<file path="src/rtl/fb_arb_pkg.sv">
// fb_arb_pkg: shared definitions for the frame-buffer BRAM arbiter.
// Holds the arbiter state encoding, default bus widths and the
// write-FIFO high-water offset that lets writes pre-empt read bursts.
package fb_arb_pkg;

   typedef enum logic [1:0] {
      IDLE  = 2'd0,
      WRITE = 2'd1,
      READ  = 2'd2
   } arbState_e;

   localparam int DEF_ADDR_W        = 14;
   localparam int DEF_DATA_W        = 8;
   localparam int HIGH_WATER_OFFSET = 2;

endpackage

</file>
<file path="src/rtl/fb_wr_fifo.sv">
// fb_wr_fifo: synchronous first-word-fall-through FIFO that buffers
// capture-side pixel writes until the arbiter grants them a BRAM slot.
// DEPTH must be a power of two so the pointers wrap for free.
module fb_wr_fifo
   import fb_arb_pkg::*;
#(
   parameter int WIDTH = DEF_ADDR_W + DEF_DATA_W,
   parameter int DEPTH = 8
) (
   input  logic                    clock_i,
   input  logic                    reset_i,
   input  logic                    push_i,
   input  logic [WIDTH-1:0]        pushData_i,
   input  logic                    pop_i,
   output logic [WIDTH-1:0]        popData_o,
   output logic                    full_o,
   output logic                    empty_o,
   output logic [$clog2(DEPTH):0]  level_o
);

   localparam int PtrW = $clog2(DEPTH);
   localparam logic [PtrW:0] FullLevel = (PtrW + 1)'(DEPTH);

   logic [WIDTH-1:0] mem_q [DEPTH];
   logic [PtrW-1:0]  wrPtr_q;
   logic [PtrW-1:0]  rdPtr_q;
   logic [PtrW:0]    level_q;
   logic             doPush;
   logic             doPop;

   // A push into a full FIFO is only taken when the head leaves the same cycle.
   assign doPop     = pop_i && (level_q != '0);
   assign doPush    = push_i && ((level_q != FullLevel) || doPop);
   assign full_o    = (level_q == FullLevel);
   assign empty_o   = (level_q == '0);
   assign level_o   = level_q;
   assign popData_o = mem_q[rdPtr_q];

   // Storage array; contents need no reset since the pointers define validity.
   always_ff @(posedge clock_i) begin
      if (doPush) begin
         mem_q[wrPtr_q] <= pushData_i;
      end
   end

   // Pointer and occupancy bookkeeping, cleared by reset to empty the FIFO.
   always_ff @(posedge clock_i) begin
      if (reset_i) begin
         wrPtr_q <= '0;
         rdPtr_q <= '0;
         level_q <= '0;
      end else begin
         if (doPush) begin
            wrPtr_q <= wrPtr_q + 1'b1;
         end
         if (doPop) begin
            rdPtr_q <= rdPtr_q + 1'b1;
         end
         case ({doPush, doPop})
            2'b10:   level_q <= level_q + 1'b1;
            2'b01:   level_q <= level_q - 1'b1;
            default: level_q <= level_q;
         endcase
      end
   end

endmodule

</file>
<file path="src/rtl/fb_arbiter.sv">
// fb_arbiter: shares one single-port BRAM between a capture write stream
// (buffered in fb_wr_fifo) and display prefetch read bursts. Each cycle it
// issues one write, one read beat, or nothing; writes win when no burst is
// running or when the FIFO nears full. Optional macro FB_ARBITER_STATS_EN
// enables the saturating dropped-write counter behind DROP_COUNT.
module fb_arbiter
   import fb_arb_pkg::*;
#(
   parameter int ADDR_W     = DEF_ADDR_W,
   parameter int DATA_W     = DEF_DATA_W,
   parameter int FIFO_DEPTH = 8
) (
   input  logic              O_CLK,
   input  logic              RESET,
   input  logic              WR_VALID,
   input  logic [ADDR_W-1:0] WR_ADDR,
   input  logic [DATA_W-1:0] WR_DATA,
   input  logic              RD_REQ,
   input  logic [ADDR_W-1:0] RD_ADDR,
   input  logic [7:0]        RD_LEN,
   output logic              RD_BUSY,
   output logic              RD_DVALID,
   output logic [DATA_W-1:0] RD_DATA,
   output logic [ADDR_W-1:0] BRAM_ADDR,
   output logic [DATA_W-1:0] BRAM_DIN,
   output logic              BRAM_WE,
   input  logic [DATA_W-1:0] BRAM_DOUT,
   output logic              OVERFLOW,
   output logic [15:0]       DROP_COUNT
);

   localparam int EntryW = ADDR_W + DATA_W;
   localparam int LevelW = $clog2(FIFO_DEPTH) + 1;
   localparam logic [LevelW-1:0] HighWater = LevelW'(FIFO_DEPTH - HIGH_WATER_OFFSET);

   logic [EntryW-1:0] fifoEntry;
   logic              fifoFull;
   logic              fifoEmpty;
   logic [LevelW-1:0] fifoLevel;
   logic              wrIssue;
   logic              rdIssue;
   logic              pushDropped;

   arbState_e         state_q,     state_d;
   logic [ADDR_W-1:0] bramAddr_q,  bramAddr_d;
   logic [DATA_W-1:0] bramDin_q,   bramDin_d;
   logic              bramWe_q,    bramWe_d;
   logic              busy_q,      busy_d;
   logic [ADDR_W-1:0] burstAddr_q, burstAddr_d;
   logic [8:0]        beatsLeft_q, beatsLeft_d;
   logic              dvalid_q,    dvalid_d;
   logic              overflow_q,  overflow_d;

   fb_wr_fifo #(
      .WIDTH (EntryW),
      .DEPTH (FIFO_DEPTH)
   ) uFifo (
      .clock_i    (O_CLK),
      .reset_i    (RESET),
      .push_i     (WR_VALID),
      .pushData_i ({WR_ADDR, WR_DATA}),
      .pop_i      (wrIssue),
      .popData_o  (fifoEntry),
      .full_o     (fifoFull),
      .empty_o    (fifoEmpty),
      .level_o    (fifoLevel)
   );

   assign wrIssue     = !fifoEmpty && (!busy_q || (fifoLevel >= HighWater));
   assign rdIssue     = !wrIssue && busy_q;
   assign pushDropped = WR_VALID && fifoFull && !wrIssue;

   // Pick this cycle's BRAM operation and work out the next burst/pin state.
   always_comb begin
      state_d     = IDLE;
      bramAddr_d  = bramAddr_q;
      bramDin_d   = bramDin_q;
      bramWe_d    = 1'b0;
      busy_d      = busy_q;
      burstAddr_d = burstAddr_q;
      beatsLeft_d = beatsLeft_q;
      dvalid_d    = (state_q == READ);
      overflow_d  = overflow_q || pushDropped;
      if (wrIssue) begin
         state_d    = WRITE;
         bramAddr_d = fifoEntry[EntryW-1:DATA_W];
         bramDin_d  = fifoEntry[DATA_W-1:0];
         bramWe_d   = 1'b1;
      end else if (rdIssue) begin
         state_d     = READ;
         bramAddr_d  = burstAddr_q;
         burstAddr_d = burstAddr_q + 1'b1;
         beatsLeft_d = beatsLeft_q - 1'b1;
         if (beatsLeft_q == 9'd1) begin
            busy_d = 1'b0;
         end
      end
      if (!busy_q && RD_REQ) begin
         busy_d      = 1'b1;
         burstAddr_d = RD_ADDR;
         beatsLeft_d = (RD_LEN == 8'd0) ? 9'd256 : {1'b0, RD_LEN};
      end
   end

   // Arbiter state, registered BRAM pins and read-return pipeline.
   always_ff @(posedge O_CLK) begin
      if (RESET) begin
         state_q     <= IDLE;
         bramAddr_q  <= '0;
         bramDin_q   <= '0;
         bramWe_q    <= 1'b0;
         busy_q      <= 1'b0;
         burstAddr_q <= '0;
         beatsLeft_q <= '0;
         dvalid_q    <= 1'b0;
         overflow_q  <= 1'b0;
      end else begin
         state_q     <= state_d;
         bramAddr_q  <= bramAddr_d;
         bramDin_q   <= bramDin_d;
         bramWe_q    <= bramWe_d;
         busy_q      <= busy_d;
         burstAddr_q <= burstAddr_d;
         beatsLeft_q <= beatsLeft_d;
         dvalid_q    <= dvalid_d;
         overflow_q  <= overflow_d;
      end
   end

`ifdef FB_ARBITER_STATS_EN
   logic [15:0] dropCount_q;

   // Count dropped capture writes, holding at the maximum instead of wrapping.
   always_ff @(posedge O_CLK) begin
      if (RESET) begin
         dropCount_q <= '0;
      end else if (pushDropped && (dropCount_q != 16'hFFFF)) begin
         dropCount_q <= dropCount_q + 16'd1;
      end
   end

   assign DROP_COUNT = dropCount_q;
`else
   assign DROP_COUNT = 16'h0000;
`endif

   assign BRAM_ADDR = bramAddr_q;
   assign BRAM_DIN  = bramDin_q;
   assign BRAM_WE   = bramWe_q;
   assign RD_BUSY   = busy_q;
   assign RD_DVALID = dvalid_q;
   assign RD_DATA   = BRAM_DOUT;
   assign OVERFLOW  = overflow_q;

endmodule

</file>
<file path="config.mk">
export PLATFORM = sky130hd
export DESIGN_NAME = fb_arbiter
export DESIGN_NICKNAME = d
export VERILOG_FILES = /design/src/rtl/fb_arb_pkg.sv /design/src/rtl/fb_wr_fifo.sv /design/src/rtl/fb_arbiter.sv
export SDC_FILE = /design/constraint.sdc
export NUM_CORES = 1
export LEC_CHECK = 0
export ABC_AREA = 1
export ABC_CLOCK_PERIOD_IN_PS = 2400
export CAP_MARGIN = 40
export CORE_ASPECT_RATIO = 1.75
export CORE_MARGIN = 4
export CORE_UTILIZATION = 51
export DETAILED_ROUTE_END_ITERATION = 16
export GPL_TIMING_DRIVEN = 0
export PLACE_DENSITY = 0.78
export SLEW_MARGIN = 5
export SYNTH_ARGS = -nofsm -noshare
export SYNTH_HDL_FRONTEND = slang
export SYNTH_SLANG_ARGS = --single-unit
</file>
<file path="constraint.sdc">
create_clock -name O_CLK -period 2.4 [get_ports O_CLK]
set_clock_uncertainty 0.1 [all_clocks]
set_input_delay 0.72 -clock O_CLK [delete_from_list [all_inputs] [get_ports O_CLK]]
set_output_delay 0.72 -clock O_CLK [all_outputs]
set_load 0.02 [all_outputs]
</file>
# After elaboration in Yosys (flattened, before gate mapping)
# Memory sizes are Yosys's and may differ from the RTL's. A register that Yosys moved wholly into a read port is not among the register bits.
# Index checks and enable logic that the tools add are counted.
op_classes:
  reduce_logical: 23
  add_sub_neg: 6
  n_mux: 21
  order_cmp: 1
  eq_ne: 7
op_table:
  columns: ["operator", "count"]
  rows:
  - ["14-bit two-way mux", 5]
  - ["9-bit two-way mux", 4]
  - ["14-bit by 1-bit adder with 14-bit output, second input constant", 1]
  - ["9-bit by 1-bit equality test with 1-bit output, second input constant", 1]
  - ["9-bit by 1-bit subtractor with 9-bit output, second input constant", 1]
  - ["8-bit logical NOT", 1]
  - ["1-bit two-way mux", 8]
  - ["4-bit one-hot mux with 2 select lines", 1]
  - ["2-bit nonzero test", 4]
  - ["1-bit logical AND", 7]
  - ["3-bit by 1-bit adder with 3-bit output, second input constant", 2]
  - ["3-bit two-way mux", 2]
  - ["4-bit by 1-bit adder with 4-bit output, second input constant", 1]
  - ["2-bit equality test, second input constant", 2]
  - ["4-bit equality test, second input constant", 1]
  - ["4-bit by 3-bit >= comparator with 1-bit output, second input constant", 1]
  - ["4-bit logical NOT", 1]
  - ["4-bit != test, second input constant", 1]
  - ["4-bit nonzero test", 1]
  - ["4-bit by 1-bit subtractor with 4-bit output, second input constant", 1]
  - ["1-bit logical NOT", 3]
  - ["1-bit logical OR", 3]
  - ["3-bit AND reduction", 1]
  - ["2-bit by 1-bit equality test with 1-bit output, second input constant", 1]
  - ["other kinds (4)", 4]
word_totals:
  out_inout_bits: 50
  mem_count: 1
  register_bits: 61
  input_bits: 56
  ram_bits: 176
  elab_cells: 72
mem_list:
  columns: ["memory", "words", "word_bits", "rd", "rd_ports_with_merged_regs", "write_ports", "line_no", "text"]
  rows:
  - ["uFifo.mem_q", 8, 22, 1, 1, 1, "fb_wr_fifo.sv:24", "logic [WIDTH-1:0] mem_q [DEPTH];"]

# Depth between registers and ports, before layout
depth:
  depth_word: 8
  ltp_mapped: 14
  mapped_depth_nobuf: 14

# Modules after synthesis
# A second synthesis with hierarchy kept.
hier_totals:
  cells_unflattened: 962
  area_unflattened_um2: 10256.1
modules_own_cells:
  columns: ["mod", "n_inst", "area_each_um2", "seq_area_each_um2", "cells_per_inst"]
  rows:
  - ["fb_wr_fifo", 1, 7500.9, 5545.3, 544]
  - ["fb_arbiter", 1, 2755.1, 1001.0, 418]

# Worst setup path before layout
# Ideal clock, no wire load.
synth_timing:
  path_kind: "input to register"
  from: "input port WR_VALID"
  to: "memory uFifo.mem_q[0][0] (netlist bit) (enable)"
  n_path_buf: 0
  arrival_ps: 2062
  path_slack_ps: -163
  setup_ps: 401
  path_stages: 3
  t_required_ps: 1899
  path_cell_list: "inv_1 or2_2 nor2_1"
synth_via:
  elab_chain_cells: 3
synth_lines:
  columns: ["item", "line_no", "text"]
  rows:
  - ["start: declaration", "fb_arbiter.sv:15", "input logic WR_VALID,"]
  - ["1-bit logical AND", "fb_wr_fifo.sv:33", "assign doPush = push_i && ((level_q != FullLevel) || doPop);"]
  - ["1-bit two-way mux", "fb_wr_fifo.sv:41", "if (doPush) begin"]
  - ["1-bit two-way mux (implied by the code)", "fb_wr_fifo.sv:42", "mem_q[wrPtr_q] <= pushData_i;"]
  - ["end: declaration", "fb_wr_fifo.sv:24", null]
# No other way between the ends.

# Worst setup path in the final report
layout_timing:
  from: "register bramAddr_q[7] (netlist: BRAM_ADDR[7])"
  to: "output port BRAM_ADDR[7]"
layout_rtl:
  columns: ["item", "line_no", "text"]
  rows:
  - ["start: declaration", "fb_arbiter.sv:45", "logic [ADDR_W-1:0] bramAddr_q, bramAddr_d;"]
  - ["start signal: assignment", "fb_arbiter.sv:119", "bramAddr_q <= bramAddr_d;"]
  - ["end: declaration", "fb_arbiter.sv:24", "output logic [ADDR_W-1:0] BRAM_ADDR,"]
# No word-level cell between the ends.

==> metrics.md <==
| Metric | Value |
|---|---|
| Run status | `finished, final reports clean` |
| # diodes | `0` |
| Minimum clock period | `2.32 ns` |
| Seq/Total Area, Yosys | `0.651` |
| Worst Hold Class | `reg -> reg` |
| Routed wire length per instance | `~19 um` |
| DRT Wirelength | `25000 um` |
| Worst Setup Slack, final | `between 0.08 and 0.09 ns` |
| Commonest cells in the netlist | `nor2_1, edfxtp_1, o21ai_0` |
| # rows | `67` |
| M1 WL | `8610 um` |
| CP endpoint kind | `output pin` |
| Final hold violation count | `0` |
| Synth Warn # | `0` |
| Highest routed layer | `met4` |
| Max Transition Viols Final | `0` |
| Worst Tran Pin Value | `between 0.8 and 0.9 ns` |
| Largest net degree at the start of global routing | `23` |
| Power Density | `around 990 nW/um^2` |
| Most frequent cell after synthesis | `nor2_1` |
| Hold depth | `1` |
| Dpl hpwl | `approximately 17000 um` |
| # fillers | `1503` |
| Post-synthesis cell type count | `46` |
| DRC viols | `0` |
| DIE AREA | `22100 um^2` |
| Synth Register Bits | `~240` |
| Pleak | `~4.3 nW` |
| Critical path's top delay family | `buffers and inverters` |
| Crit-path cells | `clkdlybuf4s50_1` |
| Num ports | `about 110` |
| Final setup viols | `0` |
| Clock root cell | `clkbuf_16` |
| Primary FF master, synth | `edfxtp_1` |
| Dpl ws | `-0.692 ns` |
| CTS Hold Bufs | `0` |
| RSZ-0062 raised after global routing | `false` |
| Total power | `0.0118 W` |
| Crit path max fanout | `2` |
| Max cap viols | `0` |
| Fraction of registers with async set/reset | `0` |
| Max incr delay on CP | `0.63 ns` |
| Number of global-route vias before repair | `7270` |
| Final Cycle Share | `0.965` |
| Clk slew on worst S/H paths | `approximately 0.06 ns` |
| Initial antenna violation count | `0` |
| Top cell type's share of synthesized area | `0.526` |
| Reg area | `about 6500 um^2` |
| Area of the multi-input gates | `a little under 3000 um^2` |
| Worst Path Buf+Inv | `1` |
| Crit path required time | `1.58 ns` |
| CP Class | `reg -> out` |
| Total grt overflow | `0` |
| DR WL met2 | `around 14000 um` |
| I/O Buffers | `80` |
| Vias | `7365` |
| Gate Count Post-Synth | `920` |
| Peak Freq | `432 MHz` |
| Area leader, netlist | `edfxtp_1` |
| CTS H-tree depth | `1` |
| First-pass GRT wire length | `slightly below 40000 um` |
| Cell count along the critical path | `1` |
| Cell area after synthesis | `~10000 um^2` |
| CTS Buf Count | `21` |
| Final #Nets | `~1.1k` |
| Area growth syn-to-layout | `19.3%` |
| Share of cells above drive strength 1 | `0.120` |
| Antenna-violating nets left | `0` |
| Peak supply drop | `~0.6 mV` |
| Critical Path AT | `around 1.5 ns` |
| Avg Inst Size Synth | `around 11 um^2` |
| Chip width | `114 um` |
| CTS sink cnt | `~240` |
| TritonCTS clock tree | `done` |
| Startpoint class of the critical path | `flop` |
| Worst reg-to-reg path cell count | `3` |
| Vias/cell | `about 5.7` |
| Max clock buf depth | `3` |
| Worst-Skew Late Latency | `0.51 ns` |
| CP max stage cell | `clkdlybuf4s50_1` |
| Die Span Y | `approximately 190 um` |
| Drt pass-1 iters | `6` |
| GRT Total Usage | `0.224` |
| Synth area leaders | `edfxtp_1, dfxtp_1, nor2_1` |
| Initial Util | `0.521` |
| Setup bufs post-CTS | `0` |
| Core area | `between 15000 and 20000 um^2` |
| Starting DRT DRC Count | `717` |
| Worst slew margin | `0.439` |
| Met3 Routed Length | `about 1800 um` |
| GPL Wtd Cong | `1.00` |
| EDFF count, synth | `176` |
==> area by class of cell <==
type | count | share of cell area
plain buffers | 72 | 0.0409
clock buffers | 22 | 0.0441
clock inverters | 16 | 0.0110
inverters | 39 | 0.0130
multi-input cells | 585 | 0.247
flip-flops and latches | 239 | 0.546
well taps | 241 | 0.0252
repair buffers | 85 | 0.0733
==> sequential cells by signal, summed over array words and instances (netlist names), named ones only <==
register,flops
uFifo.mem_q,176
uFifo.wrPtr_q,3
burstAddr_q,14
RD_DVALID,1
beatsLeft_q,9
uFifo.level_o,4
uFifo.rdPtr_q,3
BRAM_ADDR,14
OVERFLOW,1
BRAM_DIN,8
RD_BUSY,1
state_q,2
==> worst paths after layout <==
| kind | start | endpoint | slack, ns |
|---|---|---|---|
| worst min register to register | state_q[0] | RD_DVALID | 0.32 |
| worst max register to register | uFifo.wrPtr_q[0] | uFifo.mem_q[3][15] | 0.45 |
| worst min-delay path | state_q[0] | RD_DVALID | 0.32 |
| worst max-delay path | BRAM_ADDR[7] | BRAM_ADDR[7] | 0.08 |
==> cell families after synthesis <==
logic type | after synthesis | synth area share
compound gates | 211 | 0.126
xor+xnor | 2 | 0.00174
fa+ha+maj | 6 | 0.00747
buf+inv | 111 | 0.0644
flops | 239 | 0.651
other cells | 1 | 0.000373
simple gates | 350 | 0.149
==> where the power goes <==
part | internal [W] | switching, W
clock network | 0.00175 | 0.00150
registers | 0.00476 | 0.000226
logic | 0.00128 | 0.00230
total | 0.00779 | 0.00403
==> cell usage in the layout, fill, tap and decap left out, types with 7 or more instances in the layout <==
cell	n
nor2_1	173
nand4_1	7
clkbuf_1	17
conb_1	16
a32oi_1	12
nand2_1	101
clkbuf_16	21
clkdlybuf4s50_1	79
o21ai_1	9
edfxtp_1	176
buf_4	30
a21oi_1	22
buf_2	16
nand3_1	34
dfxtp_1	63
nor2_4	7
o211ai_1	48
inv_1	33
o21ai_0	103
buf_6	8
==> stage by stage <==
step	TNS (ns)	instances	hold WS, ns	util	area (um^2)
6_report	0	1299	0.319	0.622	12000
5_1_grt	0	1299	0.345	0.622	12000
4_1_cts	0	1299	0.319	0.622	12000
3_5_place_dp	-68.27	1261	0.305	0.587	11300
3_3_place_gp	-243.31	1256	0.301	0.581	11200
2_1_floorplan	-14.33	935	0.303	-	10100
==> what timing repair did <==
| action | 4_1_cts | 5_1_grt |
|---|---|---|
| resized for setup | 2 | 1 |
| hold endpoints to repair | 0 | 0 |
| setup endpoints to repair | 52 | 1 |
==> metal layers <==
layer / vias up / global-route usage
met3: 63 / 0.0319
met4: 0 / 0.104
met5: - / 0
li1: 3463 / -
met2: 340 / 0.418
met1: 3499 / 0.242
(Power assumes the default switching activity.)
